$ cat src/rtl/m_pc_gen_ras_pkg.sv
// Shared constants and trace types for the fetch-stage PC generator.
// Default vectors are 32-bit; wider PC configurations override them at the top.
package m_pc_gen_ras_pkg;

   localparam logic [31:0] RESET_VEC_DEF = 32'h0000_1000;
   localparam logic [31:0] PANIC_VEC_DEF = 32'h0000_2000;
   localparam int          INST_BYTES    = 4;

   // Which request won the next-PC arbitration this cycle (for debug/trace).
   typedef enum logic [2:0] {
      SRC_HOLD   = 3'd0,
      SRC_STALL  = 3'd1,
      SRC_EXC    = 3'd2,
      SRC_BRANCH = 3'd3,
      SRC_RET    = 3'd4,
      SRC_JUMP   = 3'd5,
      SRC_PANIC  = 3'd6,
      SRC_SEQ    = 3'd7
   } redir_src_e;

endpackage

$ cat src/rtl/m_pc_gen_ras_stack.sv
// Circular return-address stack: a push onto a full stack overwrites the oldest
// entry, a pop of an empty stack is a no-op, replace rewrites the top in place.
module m_ras_stack
   import m_pc_gen_ras_pkg::*;
#(
   parameter int XLEN  = 32,
   parameter int DEPTH = 4
) (
   input  logic            clk,
   input  logic            rst_n,
   input  logic            push,
   input  logic            pop,
   input  logic            replace,
   input  logic            clear,
   input  logic [XLEN-1:0] wr_data,
   output logic [XLEN-1:0] top_data,
   output logic            empty,
   output logic            full
);

   localparam int               PTR_W   = $clog2(DEPTH);
   localparam int               CNT_W   = PTR_W + 1;
   localparam logic [CNT_W-1:0] CNT_MAX = CNT_W'(DEPTH);
   localparam logic [CNT_W-1:0] CNT_ONE = CNT_W'(1);
   localparam logic [PTR_W-1:0] PTR_ONE = PTR_W'(1);

   logic [XLEN-1:0]  mem_q [DEPTH];
   logic [XLEN-1:0]  mem_d [DEPTH];
   logic [PTR_W-1:0] ptr_q, ptr_d;
   logic [CNT_W-1:0] cnt_q, cnt_d;
   logic             empty_q, full_q;

   // Next storage, top pointer and occupancy from the single requested operation.
   always_comb begin
      mem_d = mem_q;
      ptr_d = ptr_q;
      cnt_d = cnt_q;
      if (clear) begin
         ptr_d = {PTR_W{1'b0}};
         cnt_d = {CNT_W{1'b0}};
      end else if (push) begin
         ptr_d        = ptr_q + PTR_ONE;
         mem_d[ptr_d] = wr_data;
         if (cnt_q != CNT_MAX) begin
            cnt_d = cnt_q + CNT_ONE;
         end else begin
            cnt_d = cnt_q;
         end
      end else if (pop) begin
         if (cnt_q != {CNT_W{1'b0}}) begin
            ptr_d = ptr_q - PTR_ONE;
            cnt_d = cnt_q - CNT_ONE;
         end else begin
            ptr_d = ptr_q;
            cnt_d = cnt_q;
         end
      end else if (replace) begin
         mem_d[ptr_q] = wr_data;
         if (cnt_q == {CNT_W{1'b0}}) begin
            cnt_d = CNT_ONE;
         end else begin
            cnt_d = cnt_q;
         end
      end else begin
         cnt_d = cnt_q;
      end
   end

   // Stack state and registered flags, derived from the next count so they track it.
   always_ff @(posedge clk or negedge rst_n) begin
      if (!rst_n) begin
         for (int i = 0; i < DEPTH; i++) begin
            mem_q[i] <= {XLEN{1'b0}};
         end
         ptr_q   <= {PTR_W{1'b0}};
         cnt_q   <= {CNT_W{1'b0}};
         empty_q <= 1'b1;
         full_q  <= 1'b0;
      end else begin
         mem_q   <= mem_d;
         ptr_q   <= ptr_d;
         cnt_q   <= cnt_d;
         empty_q <= (cnt_d == {CNT_W{1'b0}});
         full_q  <= (cnt_d == CNT_MAX);
      end
   end

   assign top_data = mem_q[ptr_q];
   assign empty    = empty_q;
   assign full     = full_q;

endmodule

$ cat src/rtl/m_pc_gen_ras.sv
// Fetch PC generator: prioritised redirects, fetch handshake and a return-address
// stack for call/ret prediction.
module m_pc_gen_ras
   import m_pc_gen_ras_pkg::*;
#(
   parameter int              XLEN      = 32,
   parameter int              BOFF_W    = 13,
   parameter logic [XLEN-1:0] RESET_VEC = RESET_VEC_DEF,
   parameter logic [XLEN-1:0] PANIC_VEC = PANIC_VEC_DEF,
   parameter int              RAS_DEPTH = 4,
   parameter bit              BR_SIGNED = 1'b1
) (
   input  logic              clk,
   input  logic              reset,
   input  logic              stall,
   input  logic              exception,
   input  logic [XLEN-1:0]   exception_target,
   input  logic              branch,
   input  logic [BOFF_W-1:0] branch_offset,
   input  logic              jump,
   input  logic [XLEN-1:0]   jump_target,
   input  logic              call,
   input  logic              ret,
   input  logic              panic,
   input  logic              fetch_ready,
   output logic [XLEN-1:0]   pc_out,
   output logic              pc_valid,
   output logic              ras_empty,
   output logic              ras_full,
   output logic              ras_underflow
);

   localparam logic [XLEN-1:0] INC = XLEN'(INST_BYTES);

   logic [XLEN-1:0] pc_q, pc_d;
   logic            pc_valid_q;
   logic            uf_q, uf_d;
   redir_src_e      src_s;
   logic [XLEN-1:0] boff_bytes_s;
   logic [XLEN-1:0] ret_addr_s;
   logic [XLEN-1:0] ras_top_s;
   logic            ras_empty_s, ras_full_s;
   logic            ras_push_s, ras_pop_s, ras_repl_s, ras_clr_s;

   // Word offset scaled to bytes; the legacy mode zero-extends.
   always_comb begin
      if (BR_SIGNED) begin
         boff_bytes_s = {{(XLEN-BOFF_W-2){branch_offset[BOFF_W-1]}}, branch_offset, 2'b00};
      end else begin
         boff_bytes_s = {{(XLEN-BOFF_W-2){1'b0}}, branch_offset, 2'b00};
      end
   end

   assign ret_addr_s = pc_q + INC;

   // Fixed-priority arbitration of this cycle's next-PC source.
   always_comb begin
      src_s = SRC_HOLD;
      if (exception) begin
         src_s = SRC_EXC;
      end else if (stall) begin
         src_s = SRC_STALL;
      end else if (branch) begin
         src_s = SRC_BRANCH;
      end else if (ret) begin
         src_s = SRC_RET;
      end else if (jump) begin
         src_s = SRC_JUMP;
      end else if (panic) begin
         src_s = SRC_PANIC;
      end else if (pc_valid_q && fetch_ready) begin
         src_s = SRC_SEQ;
      end else begin
         src_s = SRC_HOLD;
      end
   end

   // Next PC, underflow flag and stack operation for the winning source.
   always_comb begin
      pc_d       = pc_q;
      uf_d       = uf_q;
      ras_push_s = 1'b0;
      ras_pop_s  = 1'b0;
      ras_repl_s = 1'b0;
      ras_clr_s  = 1'b0;
      case (src_s)
         SRC_EXC:    pc_d = exception_target;
         SRC_BRANCH: pc_d = pc_q + boff_bytes_s;
         SRC_RET: begin
            if (ras_empty_s) begin
               pc_d = jump_target;
               uf_d = 1'b1;
            end else begin
               pc_d = ras_top_s;
            end
            // A simultaneous call re-uses the popped slot for its own return address.
            if (call) begin
               ras_repl_s = 1'b1;
            end else begin
               ras_pop_s = 1'b1;
            end
         end
         SRC_JUMP: begin
            pc_d       = jump_target;
            ras_push_s = call;
         end
         SRC_PANIC: begin
            pc_d      = PANIC_VEC;
            uf_d      = 1'b0;
            ras_clr_s = 1'b1;
         end
         SRC_SEQ:    pc_d = pc_q + INC;
         default:    pc_d = pc_q;
      endcase
   end

   // Architectural fetch PC, request-valid and sticky underflow.
   always_ff @(posedge clk or negedge reset) begin
      if (!reset) begin
         pc_q       <= RESET_VEC;
         pc_valid_q <= 1'b0;
         uf_q       <= 1'b0;
      end else begin
         pc_q       <= pc_d;
         pc_valid_q <= 1'b1;
         uf_q       <= uf_d;
      end
   end

   m_ras_stack #(
      .XLEN  (XLEN),
      .DEPTH (RAS_DEPTH)
   ) u_ras (
      .clk      (clk),
      .rst_n    (reset),
      .push     (ras_push_s),
      .pop      (ras_pop_s),
      .replace  (ras_repl_s),
      .clear    (ras_clr_s),
      .wr_data  (ret_addr_s),
      .top_data (ras_top_s),
      .empty    (ras_empty_s),
      .full     (ras_full_s)
   );

   assign pc_out        = pc_q;
   assign pc_valid      = pc_valid_q;
   assign ras_empty     = ras_empty_s;
   assign ras_full      = ras_full_s;
   assign ras_underflow = uf_q;

endmodule

$ cat config.mk
export PLATFORM = sky130hd
export DESIGN_NAME = m_pc_gen_ras
export DESIGN_NICKNAME = d
export VERILOG_FILES = /design/src/rtl/m_pc_gen_ras_pkg.sv /design/src/rtl/m_pc_gen_ras_stack.sv /design/src/rtl/m_pc_gen_ras.sv
export SDC_FILE = /design/constraint.sdc
export NUM_CORES = 1
export LEC_CHECK = 0
export CAP_MARGIN = 20
export CORE_MARGIN = 1.5
export CORE_UTILIZATION = 50
export DETAILED_ROUTE_END_ITERATION = 8
export HOLD_SLACK_MARGIN = 0.1
export MAX_ROUTING_LAYER = met4
export PLACE_DENSITY = 0.73
export SLEW_MARGIN = 20
export SYNTH_ARGS = -nofsm -noshare
export SYNTH_HDL_FRONTEND = slang
export SYNTH_SLANG_ARGS = --single-unit
$ cat constraint.sdc
create_clock -name clk -period 2.67 [get_ports clk]
set_input_delay 0.801 -clock clk [delete_from_list [all_inputs] [get_ports clk]]
set_output_delay 0.801 -clock clk [all_outputs]
set_load 0.01 [all_outputs]
==> results.json <==
{
  "status": "complete, no violations",
  "async_reset_ff_share_pct": 100,
  "post-route-period-util_pct": 99.6,
  "hp-class": "in -> async",
  "cp-end-kind": "register",
  "grt_util_all_layers_pct": 32.6,
  "ys_warn_count": 0,
  "initial_utilization_pct": 50.9,
  "path_class": "in -> reg",
  "first_iter_violations": 855,
  "synth_top_area_share_pct": 40.7,
  "synth_edf_count": 0,
  "clock-root-buffer": "clkbuf_16",
  "final_nets": 1443,
  "synth.yosys.seq_area_share_pct": 41.2,
  "antenna_found_initial": 0,
  "clk_pin_slew_ns": 0.08,
  "rows": 52,
  "hold_buffers": 0,
  "coreArea_um2": 20200,
  "slew_headroom_pct": 52.9,
  "grt_pass1_vias": 9672,
  "synth.area.mux_share_pct": 14.2,
  "fin_skew_ns": 0.0141,
  "synth_top_family_by_area": "compound AO/OA/AOI/OAI gates",
  "yosysMostFrequentCell": "dfrtp_1",
  "dpl_cell_area_um2": 13400,
  "synth_area_leaders": "dfrtp_1 (41%), mux4_2 (7.0%), a21oi_1 (5.9%)",
  "drive_above_1_share_pct": 33.7,
  "maxCapViolations": 0,
  "cts_inserted_buffers": 17,
  "via_per_inst": 5.99,
  "syn_nets": 1126,
  "synthAdderAreaFrac_pct": 4.83,
  "ys_types": 83,
  "grt_max_degree": 67,
  "gr-total-overflow": 0,
  "synth_cells": 1000,
  "fin_util_pct": 72.4,
  "num_io_pins": 123,
  "worstPathRequired_ns": 3.00,
  "power_density_nw_per_um2": 814,
  "place_congestion": 0.952,
  "rsz0062_at_grt": "true",
  "ir_drop_mv": 0.538,
  "dp.final_hpwl_um": 24700,
  "synth_area_um2": 10300,
  "vias": 9591,
  "leakage_nw": 6.41,
  "arrival_ns": 2.99,
  "worstPathMaxFanout": 3,
  "synthFlopType": "dfrtp_1",
  "cts_buffer_depth": 2,
  "clock.fmax_mhz": 376,
  "synth_common_cells": "dfrtp_1 (167), a21oi_1 (121), nor2_1 (116)",
  "routedWlPerCell_um": 20.7,
  "clk_latency_ns": 0.45,
  "synth_area_leader_cell": "dfrtp_1",
  "dieWidth_um": 146,
  "tightestPinTransition_ns": 0.701,
  "synth_area_per_cell_um2": 10.3,
  "period_needed_ns": 2.66,
  "cts_tree": "yes",
  "yosys.area_share.simple_pct": 13.5,
  "final-setup-viol-count": 0,
  "ys_seq_elements": 169,
  "synth_compound_area_share_pct": 18.7,
  "drv_slew": 0,
  "die_area_um2": 21400,
  "numPortBuffers": 122,
  "hold_viol": 0,
  "htreeDepth": 4,
  "synth_xor_area_share_pct": 4.10,
  "firstDrtPassIters": 8,
  "drt-total-wl_um": 33100,
  "start_kind": "primary input",
  "grt_pass1_wl_um": 52600,
  "ant_nets": 0,
  "numClockSinks": 169,
  "postLayoutCellArea_um2": 14600,
  "num_antenna_cells": 0,
  "area_growth_pct": 42.4,
  "die_h_um": 146,
  "route.detailed.drc": 0
}
-- metrics by stage --
step / hold WS [ns] / std cells / setup WS [ns] / setup TNS [ns] / power [mW]
final: 0.281 / 1600 / 0.00991 / 0 / 11.9
after global routing: 0.313 / 1600 / -0.0597 / -0.113 / 12.5
after CTS: 0.290 / 1597 / -0.00248 / -0.00248 / 11.7
after detailed placement: 0.475 / 1554 / -0.783 / -54.97 / 8.93
after global placement: 0.463 / 1554 / -0.707 / -47.85 / 8.74
after floorplan: 0.452 / 1000 / -0.0248 / -0.0248 / 6.95
-- flip-flops by register name, summed over array words and instances (netlist names) --
register / flops
u_ras.cnt_q: 3
pc_out: 32
u_ras.empty: 1
u_ras.mem_q: 128
u_ras.full: 1
u_ras.ptr_q: 2
pc_valid: 1
ras_underflow: 1
-- layout make-up --
type,count,area [um^2]
clock buffer,18,439
sequential,169,4230
tap,270,338
inverter,23,86.3
clock inverter,14,176
timing repair buffer,354,3150
multi-input combinational,752,6190
fill,1437,5560
-- cells in the final DEF, fill, tap and decap left out, drive strengths merged, types with 6 or more instances in the layout --
master	instances
xnor2	30
o21a	11
inv	33
a221oi	24
dfrtp	167
and2	6
nor4	6
a221o	7
xor2	18
o22ai	8
nand2b	7
a222oi	12
buf	235
a21oi	122
clkdlybuf4s50	105
and3	13
nor3	16
mux2	59
dlymetal6s2s	6
dlygate4sd2	8
mux2i	7
o21ai	50
o211ai	7
nor2	118
and4	7
mux4	32
a21o	6
nand4	7
a22o	7
clkbuf	18
nand2	48
nand3	27
ha	38
-- worst paths after layout --
check | startpoint | to | slack [ns] | depth (start not counted)
max in group asynchronous | reset | u_ras.mem_q[125] | 1.69 | 2
hold / removal | reset | u_ras.mem_q[65] | 0.28 | 1
hold reg to reg | u_ras.mem_q[97] | u_ras.mem_q[97] | 0.49 | 1
setup reg to reg | pc_out[11] | pc_out[31] | 0.09 | 9
setup / recovery | branch_offset[2] | pc_out[21] | 0.01 | 10
min in group clk | u_ras.mem_q[97] | u_ras.mem_q[97] | 0.49 | 1
-- timing repair --
item,4_1_cts,5_1_grt
setup buffers,12,3
gates resized for setup,54,50
pin swaps,29,31
setup endpoints to repair,25,66
-- worst max-delay path, cell delays in order --
cell and delay, ns:
dlygate4sd2_1 0.24, ha_1 0.29, buf_4 0.15, and4_4 0.19, o211ai_4 0.23, a31oi_4 0.14, a221oi_4 0.39, xor2_1 0.24
o221ai_1 0.16, o221a_2 0.16
-- layer usage --
layer,global-route usage [%],part of all wire (%)
met1,45.5,45
met2,49.7,46
met3,5.06,6.5
met4,9.19,1.9
met5,-,0
-- cells by family (layout without fill, tap and decap cells) --
family,count (synthesis),count (layout)
compound gates,290,290
simple gates,276,276
flops,169,169
mux,98,98
buf+inv,79,409
xor+xnor,48,48
fa+ha+maj,39,39
other cells,1,1
-- power breakdown --
part           total, mW  internal (mW)  switching, mW
Combinational       5.10           2.74           2.36
Clock               2.56           1.38           1.19
Sequential          4.23           3.55          0.682
Note: power is estimated with default switching activity, not from simulation.
